`src/rtl/mp_add_seq_if.sv`:
```
`default_nettype none
// ============================================================================
// Module   : mp_add_seq_if
// Brief    : Request, external-adder and result bundle for mp_add_seq.
// Revision : 1.0
// ============================================================================
interface mp_add_seq_if #(
    parameter int N     = 32,
    parameter int WORDS = 4
);
    logic                 start_valid;
    logic                 start_ready;
    logic [N*WORDS-1:0]   op_a;
    logic [N*WORDS-1:0]   op_b;
    logic                 op_sub;
    logic                 op_cin;
    logic [N-1:0]         add_a;
    logic [N-1:0]         add_b;
    logic                 add_cin;
    logic [N-1:0]         add_s;
    logic                 add_cout;
    logic                 res_valid;
    logic                 res_ready;
    logic [N*WORDS-1:0]   res_sum;
    logic                 res_cout;
    logic                 res_ovf;

    // master: requester plus the external adder; slave: the sequencer
    modport master (
        output start_valid, op_a, op_b, op_sub, op_cin, add_s, add_cout, res_ready,
        input  start_ready, add_a, add_b, add_cin, res_valid, res_sum, res_cout, res_ovf
    );

    modport slave (
        input  start_valid, op_a, op_b, op_sub, op_cin, add_s, add_cout, res_ready,
        output start_ready, add_a, add_b, add_cin, res_valid, res_sum, res_cout, res_ovf
    );
endinterface
`default_nettype wire

```
`src/rtl/mp_add_seq.sv`:
```
`default_nettype none
// ============================================================================
// Module   : mp_add_seq
// Brief    : Multi-precision add/subtract sequencer driving one N-bit adder.
// Revision : 1.0
// ============================================================================
module mp_add_seq #(
    parameter int N     = 32,
    parameter int WORDS = 4
) (
    input  logic        clk,
    input  logic        rst,
    mp_add_seq_if.slave bus
);
    localparam int c_W  = N * WORDS;
    localparam int c_IW = (WORDS > 1) ? $clog2(WORDS) : 1;
    localparam logic [c_IW-1:0] c_LAST = c_IW'(WORDS - 1);

    typedef enum logic [1:0] {
        S_IDLE = 2'd0,
        S_RUN  = 2'd1,
        S_DONE = 2'd2
    } state_t;

    state_t            r_state;
    state_t            w_next;
    logic [c_W-1:0]    r_a;
    logic [c_W-1:0]    r_b;
    logic [c_W-1:0]    r_sum;
    logic [c_IW-1:0]   r_idx;
    logic              r_carry;
    logic              r_cout;
    logic              r_ovf;
    logic              w_run;
    logic              w_last;
    logic [N-1:0]      w_word_a;
    logic [N-1:0]      w_word_b;

    always_ff @(posedge clk) begin
        if (rst) begin
            r_state <= S_IDLE;
        end else begin
            r_state <= w_next;
        end
    end

    always_comb begin
        w_next = r_state;
        case (r_state)
            S_IDLE:  if (bus.start_valid) w_next = S_RUN;
            S_RUN:   if (w_last)          w_next = S_DONE;
            S_DONE:  if (bus.res_ready)   w_next = S_IDLE;
            default:                      w_next = S_IDLE;
        endcase
    end

    assign w_run    = (r_state == S_RUN);
    assign w_last   = (r_idx == c_LAST);
    assign w_word_a = r_a[int'(r_idx) * N +: N];
    assign w_word_b = r_b[int'(r_idx) * N +: N];

    // B is stored pre-inverted for subtract so RUN never needs to know the opcode
    always_ff @(posedge clk) begin
        if (rst) begin
            r_a     <= '0;
            r_b     <= '0;
            r_sum   <= '0;
            r_idx   <= '0;
            r_carry <= 1'b0;
            r_cout  <= 1'b0;
            r_ovf   <= 1'b0;
        end else begin
            case (r_state)
                S_IDLE: begin
                    if (bus.start_valid) begin
                        r_a     <= bus.op_a;
                        r_b     <= bus.op_b ^ {c_W{bus.op_sub}};
                        r_carry <= bus.op_sub | bus.op_cin;
                        r_idx   <= '0;
                    end
                end
                S_RUN: begin
                    r_sum[int'(r_idx) * N +: N] <= bus.add_s;
                    r_carry <= bus.add_cout;
                    if (w_last) begin
                        r_idx  <= '0;
                        r_cout <= bus.add_cout;
                        r_ovf  <= (r_a[c_W-1] == r_b[c_W-1]) &
                                  (bus.add_s[N-1] != r_a[c_W-1]);
                    end else begin
                        r_idx <= r_idx + 1'b1;
                    end
                end
                default: begin
                end
            endcase
        end
    end

    assign bus.start_ready = (r_state == S_IDLE);
    assign bus.res_valid   = (r_state == S_DONE);
    assign bus.add_a       = w_run ? w_word_a : '0;
    assign bus.add_b       = w_run ? w_word_b : '0;
    assign bus.add_cin     = w_run & r_carry;
    assign bus.res_sum     = r_sum;
    assign bus.res_cout    = r_cout;
    assign bus.res_ovf     = r_ovf;

endmodule
`default_nettype wire

```
`src/flat_wrapper.sv`:
```
// flat-port wrapper written by rule: the top's interface ports become plain ports
module mp_add_seq_flat 
#(
    parameter int N     = 32,
    parameter int WORDS = 4
)
  (clk, rst, bus_start_valid, bus_op_a, bus_op_b, bus_op_sub, bus_op_cin, bus_add_s, bus_add_cout, bus_res_ready, bus_start_ready, bus_add_a, bus_add_b, bus_add_cin, bus_res_valid, bus_res_sum, bus_res_cout, bus_res_ovf);
  mp_add_seq_if #(.N(N), .WORDS(WORDS)) bus_i ();
  input  logic clk;
  input  logic rst;
  input wire logic [$bits(bus_i.start_valid)-1:0] bus_start_valid;
  input wire logic [$bits(bus_i.op_a)-1:0] bus_op_a;
  input wire logic [$bits(bus_i.op_b)-1:0] bus_op_b;
  input wire logic [$bits(bus_i.op_sub)-1:0] bus_op_sub;
  input wire logic [$bits(bus_i.op_cin)-1:0] bus_op_cin;
  input wire logic [$bits(bus_i.add_s)-1:0] bus_add_s;
  input wire logic [$bits(bus_i.add_cout)-1:0] bus_add_cout;
  input wire logic [$bits(bus_i.res_ready)-1:0] bus_res_ready;
  output wire logic [$bits(bus_i.start_ready)-1:0] bus_start_ready;
  output wire logic [$bits(bus_i.add_a)-1:0] bus_add_a;
  output wire logic [$bits(bus_i.add_b)-1:0] bus_add_b;
  output wire logic [$bits(bus_i.add_cin)-1:0] bus_add_cin;
  output wire logic [$bits(bus_i.res_valid)-1:0] bus_res_valid;
  output wire logic [$bits(bus_i.res_sum)-1:0] bus_res_sum;
  output wire logic [$bits(bus_i.res_cout)-1:0] bus_res_cout;
  output wire logic [$bits(bus_i.res_ovf)-1:0] bus_res_ovf;
  assign bus_i.start_valid = bus_start_valid;
  assign bus_i.op_a = bus_op_a;
  assign bus_i.op_b = bus_op_b;
  assign bus_i.op_sub = bus_op_sub;
  assign bus_i.op_cin = bus_op_cin;
  assign bus_i.add_s = bus_add_s;
  assign bus_i.add_cout = bus_add_cout;
  assign bus_i.res_ready = bus_res_ready;
  assign bus_start_ready = bus_i.start_ready;
  assign bus_add_a = bus_i.add_a;
  assign bus_add_b = bus_i.add_b;
  assign bus_add_cin = bus_i.add_cin;
  assign bus_res_valid = bus_i.res_valid;
  assign bus_res_sum = bus_i.res_sum;
  assign bus_res_cout = bus_i.res_cout;
  assign bus_res_ovf = bus_i.res_ovf;
  mp_add_seq #(.N(N), .WORDS(WORDS)) u_core (.clk(clk), .rst(rst), .bus(bus_i));
endmodule
```
`config.mk`:
```
export PLATFORM = sky130hd
export DESIGN_NAME = mp_add_seq_flat
export DESIGN_NICKNAME = d
export VERILOG_FILES = /design/src/rtl/mp_add_seq_if.sv /design/src/rtl/mp_add_seq.sv /design/src/flat_wrapper.sv
export SDC_FILE = /design/constraint.sdc
export NUM_CORES = 1
export LEC_CHECK = 0
export CAP_MARGIN = 5
export CORE_ASPECT_RATIO = 0.6
export CORE_UTILIZATION = 51
export CTS_CLUSTER_DIAMETER = 80
export DETAILED_ROUTE_END_ITERATION = 6
export GPL_TIMING_DRIVEN = 0
export PLACE_DENSITY = 0.85
export SKIP_CTS_REPAIR_TIMING = 1
export SLEW_MARGIN = 30
export SYNTH_ARGS = -nofsm -noshare
export SYNTH_HDL_FRONTEND = slang
export SYNTH_SLANG_ARGS = --single-unit
```
`constraint.sdc`:
```
create_clock -name clk -period 4.5 [get_ports clk]
set_clock_uncertainty 0.05 [all_clocks]
set_input_delay 0.9 -clock clk [delete_from_list [all_inputs] [get_ports clk]]
set_output_delay 0.9 -clock clk [all_outputs]
set_load 0.02 [all_outputs]
```
==> results by group <==
Final layout
  • Design Area, Final: 23460 µm²
  • Fillers: 2193
  • Commonest non-fill, non-tap cell in the layout: clkdlybuf4s50_1
  • Finished Core Util: 0.7395
  • Area Overhead vs Synth: 40.45%
  • Multi-input combinational cell area: 8006 µm²
  • Proportion of layout cells with a drive suffix above 1: 0.1010
  • Final Non-Filler Cells: 2806
  • FF+latch area: 7828 µm²
  • Fin nets: 2660
  • Commonest cells after routing, fill and taps aside: 490 x clkdlybuf4s50_1, 391 x dfxtp_1, 356 x nand2_1

Global route
  • Initial antenna violation count: 5
  • Overflow after GRT: 0
  • Number of global-route vias before repair: 16.15k
  • Largest net degree at the start of global routing: 16
  • Total GRT Usage: 0.3652
  • First-pass GRT wire length: 93.39 mm

STA
  • Slew Limit Fails: 0
  • Final worst slack: 0.5218 ns
  • Period minus WS final: 3.978 ns
  • Setup Viol. Count Final: 0
  • Slew headroom: 0.4396
  • Slew @ Worst Pin: 0.8406 ns
  • RSZ-0062 raised after global routing: no
  • Sum of negative setup slack: 0 ns
  • Hold Fails Final Rpt: 0
  • Hold WS: 0.4035 ns
  • Maximum clock rate: 251.4 MHz
  • Crit share post-route: 0.8840

Worst setup path
  • Slowest-stage cell, CP: clkdlybuf4s50_1
  • Cell chain of the critical path: nor2b_1 > buf_2 > clkbuf_1 > and2_1 > clkdlybuf4s50_1
  • Crit path launch type: flop
  • Worst Setup End Kind: output port
  • Crit-path max FO: 10
  • Critical Path RT: 3.55 ns
  • CP Class: reg2out
  • CP max stage delay: 0.69 ns
  • CP arrival: 3.03 ns

Floorplanning
  • Core Region: 31720 µm²
  • FP Rows: 50
  • Initial Util: 0.5265
  • I/O pin total: 492
  • Height of the die: 142.2 µm
  • Chip Width: 235.6 µm
  • Die ar.: 33500 µm²

Logic synthesis
  • Ys Warns: 0
  • Yosys reg bits: 391
  • Cell area after synthesis: 16700 µm²
  • Sequential-to-total area share from yosys stat: 0.4687
  • Post-synth EDFFs: 0
  • Count of mapped cells out of synthesis: 1831
  • Yosys cell types: 38
  • Post-synth net total: 2131
  • Syn_area_per_cell: 9.121 µm²
  • Synth Flop Type: dfxtp_1
  • Asr flop ratio synth: 0

Power
  • Cell Pwr Density: 363.1 nW/µm²
  • Clock share of power: 0.400
  • Total internal power: 6.340 mW
  • Comb power frac: 0.157
  • Sequential Power Share: 0.442
  • Worst VDD drop: 0.2599 mV
  • Sw Share: 0.2555
  • Leakage: 8.313 nW
  • Total Power: 8.516 mW
  • Switching pwr: 2.176 mW

Clock network
  • Clock slew at reported path FFs: 0.06 ns
  • Worst skew pair latency: 0.53 ns
  • CTS tree: done
  • H-tree depth: 2
  • CTS max path bufs: 3
  • CTS Buf Count: 37
  • Sinks on Clock Net: 391
  • Root Buffer: clkbuf_16

Detailed routing
  • Antenna Nets Post-Route: 0
  • DRC: 0
  • Final wirelength: 62.97 mm
  • Routed len/inst: 22.44 µm
  • Iteration count of the initial detailed-routing pass: 5
  • Drt via density: 5.850
  • DRT iter0 DRCs: 1589
  • DR vias: 16.41k

Place
  • IO buf count: 490
  • Setup WS pre-CTS: 1.046 ns
  • Placer congestion estimate: 0.9693
  • Hpwl dp: 47.73 mm
  • Placed Area: 22130 µm²
  • Placed instance count: 2737

Status
  • Status: completed

Run
  • Max-capacitance violation count: 0

Worst hold path
  • Worst Hold Class: reg2reg
==> flip-flops by register name, indices dropped and copies added (netlist names) <==
signal,flops
u_core.bus.res_ovf,1
u_core.bus.res_sum,128
u_core.r_state,2
u_core.r_b,128
u_core.r_carry,1
u_core.bus.res_cout,1
u_core.r_idx,2
u_core.r_a,128
==> cell type report <==
cell class	instances	share of cell area
inverters	4	0.0006401
flip-flops and latches	391	0.3337
clock inverters	7	0.006028
multi-input cells	1264	0.3413
plain buffers	172	0.03633
repair buffers	490	0.2091
well taps	416	0.02219
clock buffers	59	0.05035
diodes	3	0.0003201
==> final timing paths <==
check,startpoint,end,slack (ns),cells past startpoint
setup / recovery,u_core.r_state[0]$_SDFFE_PP0P_,bus_add_b[30],0.52,5
hold / removal,u_core.bus.res_sum[91]$_SDFFE_PP0P_,u_core.bus.res_sum[91]$_SDFFE_PP0P_,0.40,2
setup reg to reg,u_core.r_idx[1]$_SDFFE_PP0P_,u_core.bus.res_sum[112]$_SDFFE_PP0P_,1.27,8
hold reg to reg,u_core.bus.res_sum[91]$_SDFFE_PP0P_,u_core.bus.res_sum[91]$_SDFFE_PP0P_,0.40,2
==> critical path: cells and delay by family, from the launching register on <==
| family | cells | cell delay (ns) |
|---|---|---|
| DFF | 1 | 0.42 |
| and+or+nand+nor | 2 | 0.62 |
| buffers and inverters | 3 | 1.47 |
==> kinds of logic after synthesis <==
family / Yosys count / synth area share
adder cells (fa/ha/maj): 5 / 0.003746
flip-flops: 391 / 0.4687
XOR/XNOR: 128 / 0.06713
AND/OR/NAND/NOR: 672 / 0.1752
buffers and inverters: 176 / 0.05192
AO/OA/AOI/OAI: 394 / 0.1464
multiplexers: 65 / 0.08690
==> cells in the mapped netlist (2+ instances only) <==
cell	instances	share of area
clkbuf_1	59	0.013
xnor2_1	128	0.067
buf_4	18	0.0081
dfxtp_1	391	0.47
ha_1	5	0.0037
buf_1	5	0.0011
a211oi_2	5	0.0037
inv_1	4	0.00090
and3b_1	3	0.0016
mux4_2	64	0.086
a211oi_1	124	0.056
nand3_1	97	0.029
a21oi_1	230	0.069
nand3b_1	4	0.0018
a22o_1	32	0.017
nor2_1	132	0.030
nor2b_1	3	0.0011
nand2b_1	2	0.00075
buf_8	2	0.0018
and2_1	64	0.024
buf_2	87	0.026
nand2_1	356	0.080
==> metal layers <==
layer	share of wire	track usage	vias to the layer above
met5	0.00043	0	-
met4	0.039	0.1493	4
met3	0.11	0.1014	160
met2	0.44	0.5620	989
met1	0.41	0.4863	7919
li1	-	-	7342
==> power by group through the flow <==
stage,Sequential [mW],Combinational [mW],Clock (mW)
after global placement,3.82,1.28,0
after CTS,3.76,1.32,3.41
after floorplan,3.81,0.700,0
after global routing,3.78,1.42,3.56
after detailed placement,3.83,1.31,0
final,3.77,1.34,3.41
Power figures use the tool's default switching activity.
